==> config.mk <==
export PLATFORM = sky130hd
export DESIGN_NAME = soft_mem_port_arbiter
export DESIGN_NICKNAME = d
export VERILOG_FILES = /design/src/rtl/soft_mem_pkg.sv /design/src/rtl/soft_mem_prio_sel.sv /design/src/rtl/soft_mem_port_arbiter.sv
export SDC_FILE = /design/constraint.sdc
export NUM_CORES = 1
export LEC_CHECK = 0
export CAP_MARGIN = 10
export CORE_AREA = 2 2 98 100
export CTS_BUF_LIST = sky130_fd_sc_hd__clkbuf_2 sky130_fd_sc_hd__clkbuf_4 sky130_fd_sc_hd__clkbuf_8
export DETAILED_ROUTE_END_ITERATION = 12
export DIE_AREA = 0 0 100 102
export GPL_ROUTABILITY_DRIVEN = 0
export GPL_TIMING_DRIVEN = 0
export PLACE_DENSITY_LB_ADDON = 0.15
export SLEW_MARGIN = 10
export SYNTH_ARGS = -nofsm -noshare
export SYNTH_HDL_FRONTEND = slang
export SYNTH_SLANG_ARGS = --single-unit
==> constraint.sdc <==
create_clock -name clk_i -period 2.6 [get_ports clk_i]
set_input_delay 0.52 -clock clk_i [delete_from_list [all_inputs] [get_ports clk_i]]
set_output_delay 0.52 -clock clk_i [all_outputs]
set_load 0.02 [all_outputs]
==> src/rtl/soft_mem_pkg.sv <==
// Shared types and sizing helpers for the soft-memory port arbiter.
package soft_mem_pkg;

  typedef enum logic {
    ARB_INS  = 1'b0,
    ARB_DATA = 1'b1
  } arb_port_e;

  typedef struct packed {
    logic      valid;
    arb_port_e port;
    logic      is_read;
    logic      err;
  } resp_t;

  function automatic int calc_depth(input int size_kb, input int word_bytes);
    return size_kb * 1024 / word_bytes;
  endfunction

  // One spare bit so an index equal to DEPTH is still representable.
  function automatic int calc_idx_w(input int depth);
    return $clog2(depth) + 1;
  endfunction

endpackage

==> src/rtl/soft_mem_prio_sel.sv <==
// Two-input grant selector. SOFT_MEM_ARB_RR_EN selects round-robin; otherwise data wins.
module soft_mem_prio_sel
  import soft_mem_pkg::*;
(
  input  logic clk_i,
  input  logic rst_ni,
  input  logic ins_req_i,
  input  logic data_req_i,
  output logic ins_gnt_o,
  output logic data_gnt_o
);

`ifdef SOFT_MEM_ARB_RR_EN
  arb_port_e prio_q;
  arb_port_e prio_d;

  always_ff @(posedge clk_i or negedge rst_ni) begin
    if (!rst_ni) prio_q <= ARB_INS;
    else         prio_q <= prio_d;
  end

  // The preferred port only changes hands when both ports actually collide.
  always_comb begin
    prio_d     = prio_q;
    ins_gnt_o  = ins_req_i;
    data_gnt_o = data_req_i;
    if (ins_req_i && data_req_i) begin
      if (prio_q == ARB_INS) begin
        data_gnt_o = 1'b0;
        prio_d     = ARB_DATA;
      end else begin
        ins_gnt_o  = 1'b0;
        prio_d     = ARB_INS;
      end
    end
  end
`else
  logic unused_ok;
  assign unused_ok  = clk_i ^ rst_ni;
  assign data_gnt_o = data_req_i;
  assign ins_gnt_o  = ins_req_i & ~data_req_i;
`endif

endmodule

==> src/rtl/soft_mem_port_arbiter.sv <==
// Shares one single-port soft RAM between instruction-fetch and data ports.
// Optional round-robin arbitration via SOFT_MEM_ARB_RR_EN (default: data port priority).
module soft_mem_port_arbiter
  import soft_mem_pkg::*;
#(
  parameter int WORD_SIZE_BYTE = 4,
  parameter int SIZE_IN_KB     = 8,
  parameter int ADDR_WIDTH     = 32,
  localparam int DEPTH  = calc_depth(SIZE_IN_KB, WORD_SIZE_BYTE),
  localparam int IDX_W  = calc_idx_w(DEPTH),
  localparam int WORD_W = WORD_SIZE_BYTE * 8
) (
  input  logic                      clk_i,
  input  logic                      rst_ni,
  input  logic                      ins_req_i,
  input  logic [ADDR_WIDTH-1:0]     ins_addr_i,
  output logic                      ins_gnt_o,
  output logic                      ins_rvalid_o,
  output logic [WORD_W-1:0]         ins_rdata_o,
  output logic                      ins_err_o,
  input  logic                      data_req_i,
  input  logic [ADDR_WIDTH-1:0]     data_addr_i,
  input  logic                      data_we_i,
  input  logic [WORD_SIZE_BYTE-1:0] data_be_i,
  input  logic [WORD_W-1:0]         data_wdata_i,
  output logic                      data_gnt_o,
  output logic                      data_rvalid_o,
  output logic [WORD_W-1:0]         data_rdata_o,
  output logic                      data_err_o,
  output logic                      mem_ena_o,
  output logic [IDX_W-1:0]          mem_addr_o,
  output logic [WORD_SIZE_BYTE-1:0] mem_wea_o,
  output logic [WORD_W-1:0]         mem_dina_o,
  input  logic [WORD_W-1:0]         mem_douta_i
);

  localparam int OFF_W  = $clog2(WORD_SIZE_BYTE);
  localparam int WIDX_W = ADDR_WIDTH - OFF_W;

  logic              any_gnt;
  logic [WIDX_W-1:0] sel_widx;
  logic              in_range;
  logic              unused_ok;
  resp_t             resp_d;
  resp_t             resp_p1;
  logic              vld_p1;
  logic              read_ok_p1;

  soft_mem_prio_sel u_prio_sel (
    .clk_i      (clk_i),
    .rst_ni     (rst_ni),
    .ins_req_i  (ins_req_i),
    .data_req_i (data_req_i),
    .ins_gnt_o  (ins_gnt_o),
    .data_gnt_o (data_gnt_o)
  );

  // Stage T: combinational grant and memory drive
  assign any_gnt   = ins_gnt_o | data_gnt_o;
  assign sel_widx  = data_gnt_o ? data_addr_i[ADDR_WIDTH-1:OFF_W] : ins_addr_i[ADDR_WIDTH-1:OFF_W];
  assign in_range  = (sel_widx < WIDX_W'(DEPTH));
  assign unused_ok = ^{ins_addr_i[OFF_W-1:0], data_addr_i[OFF_W-1:0], sel_widx[WIDX_W-1:IDX_W]};

  assign mem_ena_o  = any_gnt & in_range;
  assign mem_addr_o = sel_widx[IDX_W-1:0];
  assign mem_wea_o  = (data_gnt_o && data_we_i) ? data_be_i : '0;
  assign mem_dina_o = data_wdata_i;

  always_comb begin
    resp_d         = '0;
    resp_d.valid   = any_gnt;
    resp_d.port    = data_gnt_o ? ARB_DATA : ARB_INS;
    resp_d.is_read = data_gnt_o ? ~data_we_i : 1'b1;
    resp_d.err     = any_gnt & ~in_range;
  end

  always_ff @(posedge clk_i or negedge rst_ni) begin
    if (!rst_ni) resp_p1 <= '0;
    else         resp_p1 <= resp_d;
  end

  // Stage T+1: response; read data passes straight through from the RAM
  assign vld_p1     = resp_p1.valid;
  assign read_ok_p1 = resp_p1.is_read & ~resp_p1.err;

  assign ins_rvalid_o  = vld_p1 & (resp_p1.port == ARB_INS);
  assign data_rvalid_o = vld_p1 & (resp_p1.port == ARB_DATA);
  assign ins_err_o     = ins_rvalid_o & resp_p1.err;
  assign data_err_o    = data_rvalid_o & resp_p1.err;
  assign ins_rdata_o   = (ins_rvalid_o && read_ok_p1) ? mem_douta_i : '0;
  assign data_rdata_o  = (data_rvalid_o && read_ok_p1) ? mem_douta_i : '0;

endmodule

==> reports/summary.json <==
{
  "run_status": "finished clean",
  "slew_violations": 0,
  "floorplan.initialDensity": 0.124,
  "timing_worst_slew_pin_value_ns": 0.334,
  "cts_root_buf": "clkbuf_8",
  "synth.lib_cells_used.distinct": 20,
  "cellPowerDensity_nw_per_um2": 187,
  "crit_required_ns": 2.08,
  "post_synth_top_area_share": 0.371,
  "layout-drive-gt1-share": 0.178,
  "netlist_top_cells_count": "67 x and2_1, 33 x buf_4, 12 x mux2_2",
  "postSynth.asyncResetShare": 1.00,
  "syn2layout_area_growth_pct": 222,
  "final.min_clock_period_ns": 2.58,
  "drtIter0Drc": 7,
  "synth-warning-count": 0,
  "p_total_uw": 678,
  "synth_top_cell_by_area": "and2_1",
  "detail_route.wirelength_um": 6080,
  "synth-edff-count": 0,
  "timing.max_slew.rel_slack": 0.777,
  "layout.filler_cells": 949,
  "design.core.area_um2": 9110,
  "htree_num_levels": 1,
  "worst_setup_path_start_kind": "primary input",
  "detailed_route_via_count": 1855,
  "first_pass_iters": 3,
  "global_route_wire_length_before_repair_um": 8510,
  "grtUsageTotal": 0.104,
  "number_of_flip_flops_and_latches_in_the_synthesized_netlist": 4,
  "setup_viol_count_final": 0,
  "detail-route-antenna-nets": 0,
  "ir_drop_v": 0.000109,
  "holdCritPathClass": "primary input to async pin",
  "worst-setup-path-type": "primary input to output port",
  "grt_start_max_net_pins": 20,
  "post-route-worst-setup-slack_ns": 0.0221,
  "finalNetCount": 516,
  "clock_path_buffers": 2,
  "postSynthAreaPerCell_um2": 7.29,
  "placement_rows": 35,
  "yosys.cell_count.top_type": "and2_1",
  "final-hold-violation-count": 0,
  "syn-cell-area_um2": 1130,
  "timing.fmax_mhz": 388,
  "regArea_um2": 100,
  "numPlacedInstances": 485,
  "die_h_um": 102,
  "synth_top_cells_by_area": "and2_1 37%, buf_4 22%, mux2_2 12%",
  "post-route-period-util": 0.992,
  "setup-tns-final_ns": 0,
  "final-instance-count-excl-fill": 488,
  "grt_pass1_vias": 1769,
  "die-width_um": 100,
  "crit_arrival_ns": 2.06,
  "vias_per_cell": 3.80,
  "synth.yosys.seq_area_share": 0.0886,
  "synthCells": 155,
  "dp_worst_setup_slack_ns": -0.768,
  "power.leakage_uw": 0.00193,
  "max-cap-violations": 0,
  "cts.sinks": 4,
  "synthFlopType": "dfrtp_1",
  "cts_tree": "built",
  "num_antenna_cells": 0,
  "grt_remaining_overflow": 0,
  "rsz0062_at_grt": "true",
  "cts-buffers-inserted": 3,
  "crit_path_max_fanout": 2,
  "top_level_ports": 256,
  "clk_pin_slew_worst_paths_ns": 0.03,
  "multiInputGateArea_um2": 785,
  "numPortBuffers": 219,
  "syn_nets": 292,
  "floorplan.die_area_um2": 10200,
  "antenna_violations_before_repair": 0,
  "avgRoutedWirePerCell_um": 12.5,
  "detailedPlacementHpwl_um": 5430,
  "capturing_element_type_of_the_critical_path": "output port",
  "drcViolationCount": 0
}
[worst max-delay path: stages]
cell	delay (ns)
clkdlybuf4s50_1	0.45
nor4_2	0.28
a21boi_1	0.13
a2111oi_4	0.36
and2_4	0.19
buf_4	0.13
[state kept, by name (all words and copies together), names as in the netlist]
signal and count:
resp_p1 3, vld_p1 1
[repair_timing]
item	in CTS	in global routing
buffers inserted	0	1
setup endpoints to repair	78	61
hold buffers	0	0
pin swaps	2	3
gates resized for setup	21	40
[logic make-up after synthesis]
logic type / share of synthesized area
AOI/OAI and AO/OA: 0.0310
buffers and inverters: 0.251
DFF: 0.0886
muxes: 0.120
and+or+nand+nor: 0.509
[where the power goes]
group | internal (µW) | total, µW | switching [µW]
clock network | 98.5 | 129 | 30.5
logic | 306 | 481 | 176
registers | 65.9 | 68.2 | 2.26
[per-stage QoR]
step | utilization | hold WS, ns | instance area (µm²)
after floorplan | - | 0.224 | 1130
after global placement | 0.380 | 0.730 | 3460
after detailed placement | 0.380 | 0.742 | 3460
after CTS | 0.387 | 0.512 | 3530
after global routing | 0.399 | 0.522 | 3630
final | 0.399 | 0.507 | 3630
[worst max-delay path by stage]
stage                    startpoint        end  slack, ns  cells after the start
floorplan           data_addr_i[17]  mem_ena_o       0.54                      4
global placement         data_req_i  mem_ena_o      -0.70                      6
detailed placement       data_req_i  mem_ena_o      -0.77                      6
CTS                 data_addr_i[17]  mem_ena_o      -0.02                      6
global route         ins_addr_i[14]  mem_ena_o      -0.08                      6
finish              data_addr_i[23]  mem_ena_o       0.02                      6
[layer usage]
layer | vias up | wire (µm) | GRT usage
li1 | 920 | - | -
met1 | 778 | 2120 | 0.110
met2 | 148 | 3040 | 0.194
met3 | 9 | 855 | 0.0451
met4 | 0 | 72 | 0.0221
met5 | - | 0 | 0
[layout by cell type (no fill, tap or decap), drive strengths merged]
cell and n:
a2111oi 1, a21boi 1, a21oi 1, a22oi 1
and2 67, and3 5, and3b 2, buf 36
clkbuf 9, clkdlybuf4s15 1, clkdlybuf4s50 187, dfrtp 4
dlygate4sd2 1, dlymetal6s2s 29, inv 1, mux2 12
nand2 2, nand3 1, nor2 5, nor2b 2
nor3 1, nor4 7, nor4b 1
[layout make-up]
| cell class | count | share of cell area |
|---|---|---|
| clock buffer | 3 | 0.0114 |
| buffer | 40 | 0.0813 |
| sequential | 4 | 0.0275 |
| tap | 111 | 0.0382 |
| inverter | 1 | 0.00103 |
| multi-input combinational | 109 | 0.216 |
| timing repair buffer | 220 | 0.625 |
Power figures use the tool's default switching activity.
==> RTL edit: new RTL, same settings <==
Put a register stage on the outputs `ins_err_o` and `data_err_o`, with the module's reset. The values now appear one clock later. The other outputs are not delayed to match.
--- a/src/rtl/soft_mem_port_arbiter.sv
+++ b/src/rtl/soft_mem_port_arbiter.sv
@@ -87,4 +87,11 @@
   assign data_rvalid_o = vld_p1 & (resp_p1.port == ARB_DATA);
-  assign ins_err_o     = ins_rvalid_o & resp_p1.err;
-  assign data_err_o    = data_rvalid_o & resp_p1.err;
+  always_ff @(posedge clk_i or negedge rst_ni) begin
+    if (!rst_ni) begin
+      ins_err_o  <= '0;
+      data_err_o <= '0;
+    end else begin
+      ins_err_o  <= ins_rvalid_o & resp_p1.err;
+      data_err_o <= data_rvalid_o & resp_p1.err;
+    end
+  end
   assign ins_rdata_o   = (ins_rvalid_o && read_ok_p1) ? mem_douta_i : '0;
Function: changed (a bounded check fails within 4 cycles, from zero or initial values and one cycle with rst_ni low).
==> RTL edit against the original RTL <==
Critical endpoint unchanged. Setup slack worse by 0.0046 ns. Area after synthesis rose by 4.4%. Design area up 1.6%. Sequential cell count is 2 higher. Synthesized cell count is 1.3% higher. Via count rose by 1.3%. Critical path depth stayed put. Routed wire length decreased by 1.8%. First-iteration DRC count grew 140%. Power grew 6.4%.
==> RTL edit: results (changes against the original RTL) <==
[setup_path]
start_kind=input pin
crit_family=buffers and inverters
max_stage_delay_ns=0.44
cp_slowest_cell=clkdlybuf4s50_1
r2r_slack_ns=1.82
cp-startpoint=data_addr_i[17]

[cts]
clock_path_buffers=2  ; unchanged
cts-root-buf=clkbuf_8

[detailed_routing]
firstDrtPassIters=2  ; -1
viasPerCell=3.83  ; +0.88%
drt_iter0_drc=17  ; +10
wire_per_inst_um=12.2  ; -2.2%

[grt]
met3_usage_pct=4.38  ; -0.14 points
grt_pass1_wl_um=8440  ; -0.89%
grt.total_usage_pct=10.3  ; -0.16 points
grt_max_degree=20  ; unchanged
gr-usage-met1_pct=10.4  ; -0.50 points
antenna_found_initial=0  ; unchanged
grt_pass1_vias=1786  ; +0.96%
use_met2_pct=20.4  ; +0.94 points

[yosys]
synthMuxAreaShare_pct=11.5  ; -0.51 points
yosys-top-cells-count=and2_1 (67), buf_4 (33), mux2_2 (12)
syn_nets=294  ; +0.68%
yosys-top-cells-area=and2_1 (36%), buf_4 (21%), dfrtp_1 (13%), mux2_2 (11%), nor4_1 (3.7%)
synth-compound-area-share_pct=2.97  ; -0.13 points
ys_seq_area_share_pct=12.7  ; +3.9 points
synth-xor-area-share_pct=0  ; unchanged
synth-adder-area-share_pct=0  ; unchanged
yosys_warnings=0  ; unchanged
synth.avg_cell_area_um2=7.52  ; +3.1%

[cells_and_area]
final_cells=490  ; +0.41%
fin_nets=518  ; +0.39%
nFillCells=935  ; -1.5%
drive_gt1_share_pct=17.9  ; +0.17 points

[hold_path]
hp-class=reg -> reg
worstHoldPathCells=1
min_from=resp_p1[0]

[placement]
post-place-ws_ns=-0.735  ; +0.0332 ns
dp_hpwl_um=5360  ; -1.3%
dpl_cell_area_um2=3510  ; +1.4%

[pwr]
ir_drop_mv=0.110  ; +1.6%
cellLeakagePower_nw=1.95  ; +0.72%

[timing]
worst_pin_slew_ns=0.362  ; +0.0283 ns
holdWs_ns=0.506  ; -0.000989 ns

[status]
status=completed

[RTL edit: cell count changes after synthesis, sizes merged]
cell and delta:
dfrtp +2
[RTL edit: layout make-up]
cell class / instances / area, um^2 / share of cell area (%)
clock buffers: 3 / 41.3 / 1.12
plain buffers: 40 / 295 / 8.00
flip-flops and latches: 6 / 150 / 4.07
well taps: 111 / 139 / 3.76
multi-input cells: 109 / 798 / 21.6
inverters: 1 / 3.75 / 0.102
repair buffers: 220 / 2260 / 61.3
[RTL edit: cell families (layout without fill, tap and decap cells)]
| logic type | Yosys count | count (layout) |
|---|---|---|
| flops | 6 | 6 |
| buf+inv | 42 | 264 |
| simple gates | 93 | 93 |
| compound gates | 4 | 4 |
| mux | 12 | 12 |
[RTL edit: worst max-delay path by stage]
stage	endpoint	slack, ns	cells past startpoint
after global routing	mem_ena_o	-0.1	6
after detailed placement	mem_ena_o	-0.73	6
after global placement	mem_ena_o	-0.74	6
final	mem_ena_o	0.02	6
after floorplan	mem_ena_o	0.54	4
after CTS	mem_ena_o	-0.05	6
[RTL edit: what timing repair did]
item	4_1_cts	5_1_grt
pin swaps	1	1
cloned	0	0
resized for setup	18	44
buffers inserted	1	0
endpoints found under the hold margin	0	0
setup endpoints to repair	78	59
[RTL edit: per-layer routing]
metal / wire (um) / share of wire, %
met1: 2010 / 34
met3: 825 / 14
met5: 0 / 0
met2: 3130 / 52
met4: 6 / 0.10
[RTL edit: power breakdown]
group	internal (mW)	total, mW	switching [mW]
sequential	0.0992	0.101	0.00225
combinational	0.306	0.484	0.178
clock	0.0992	0.136	0.0367
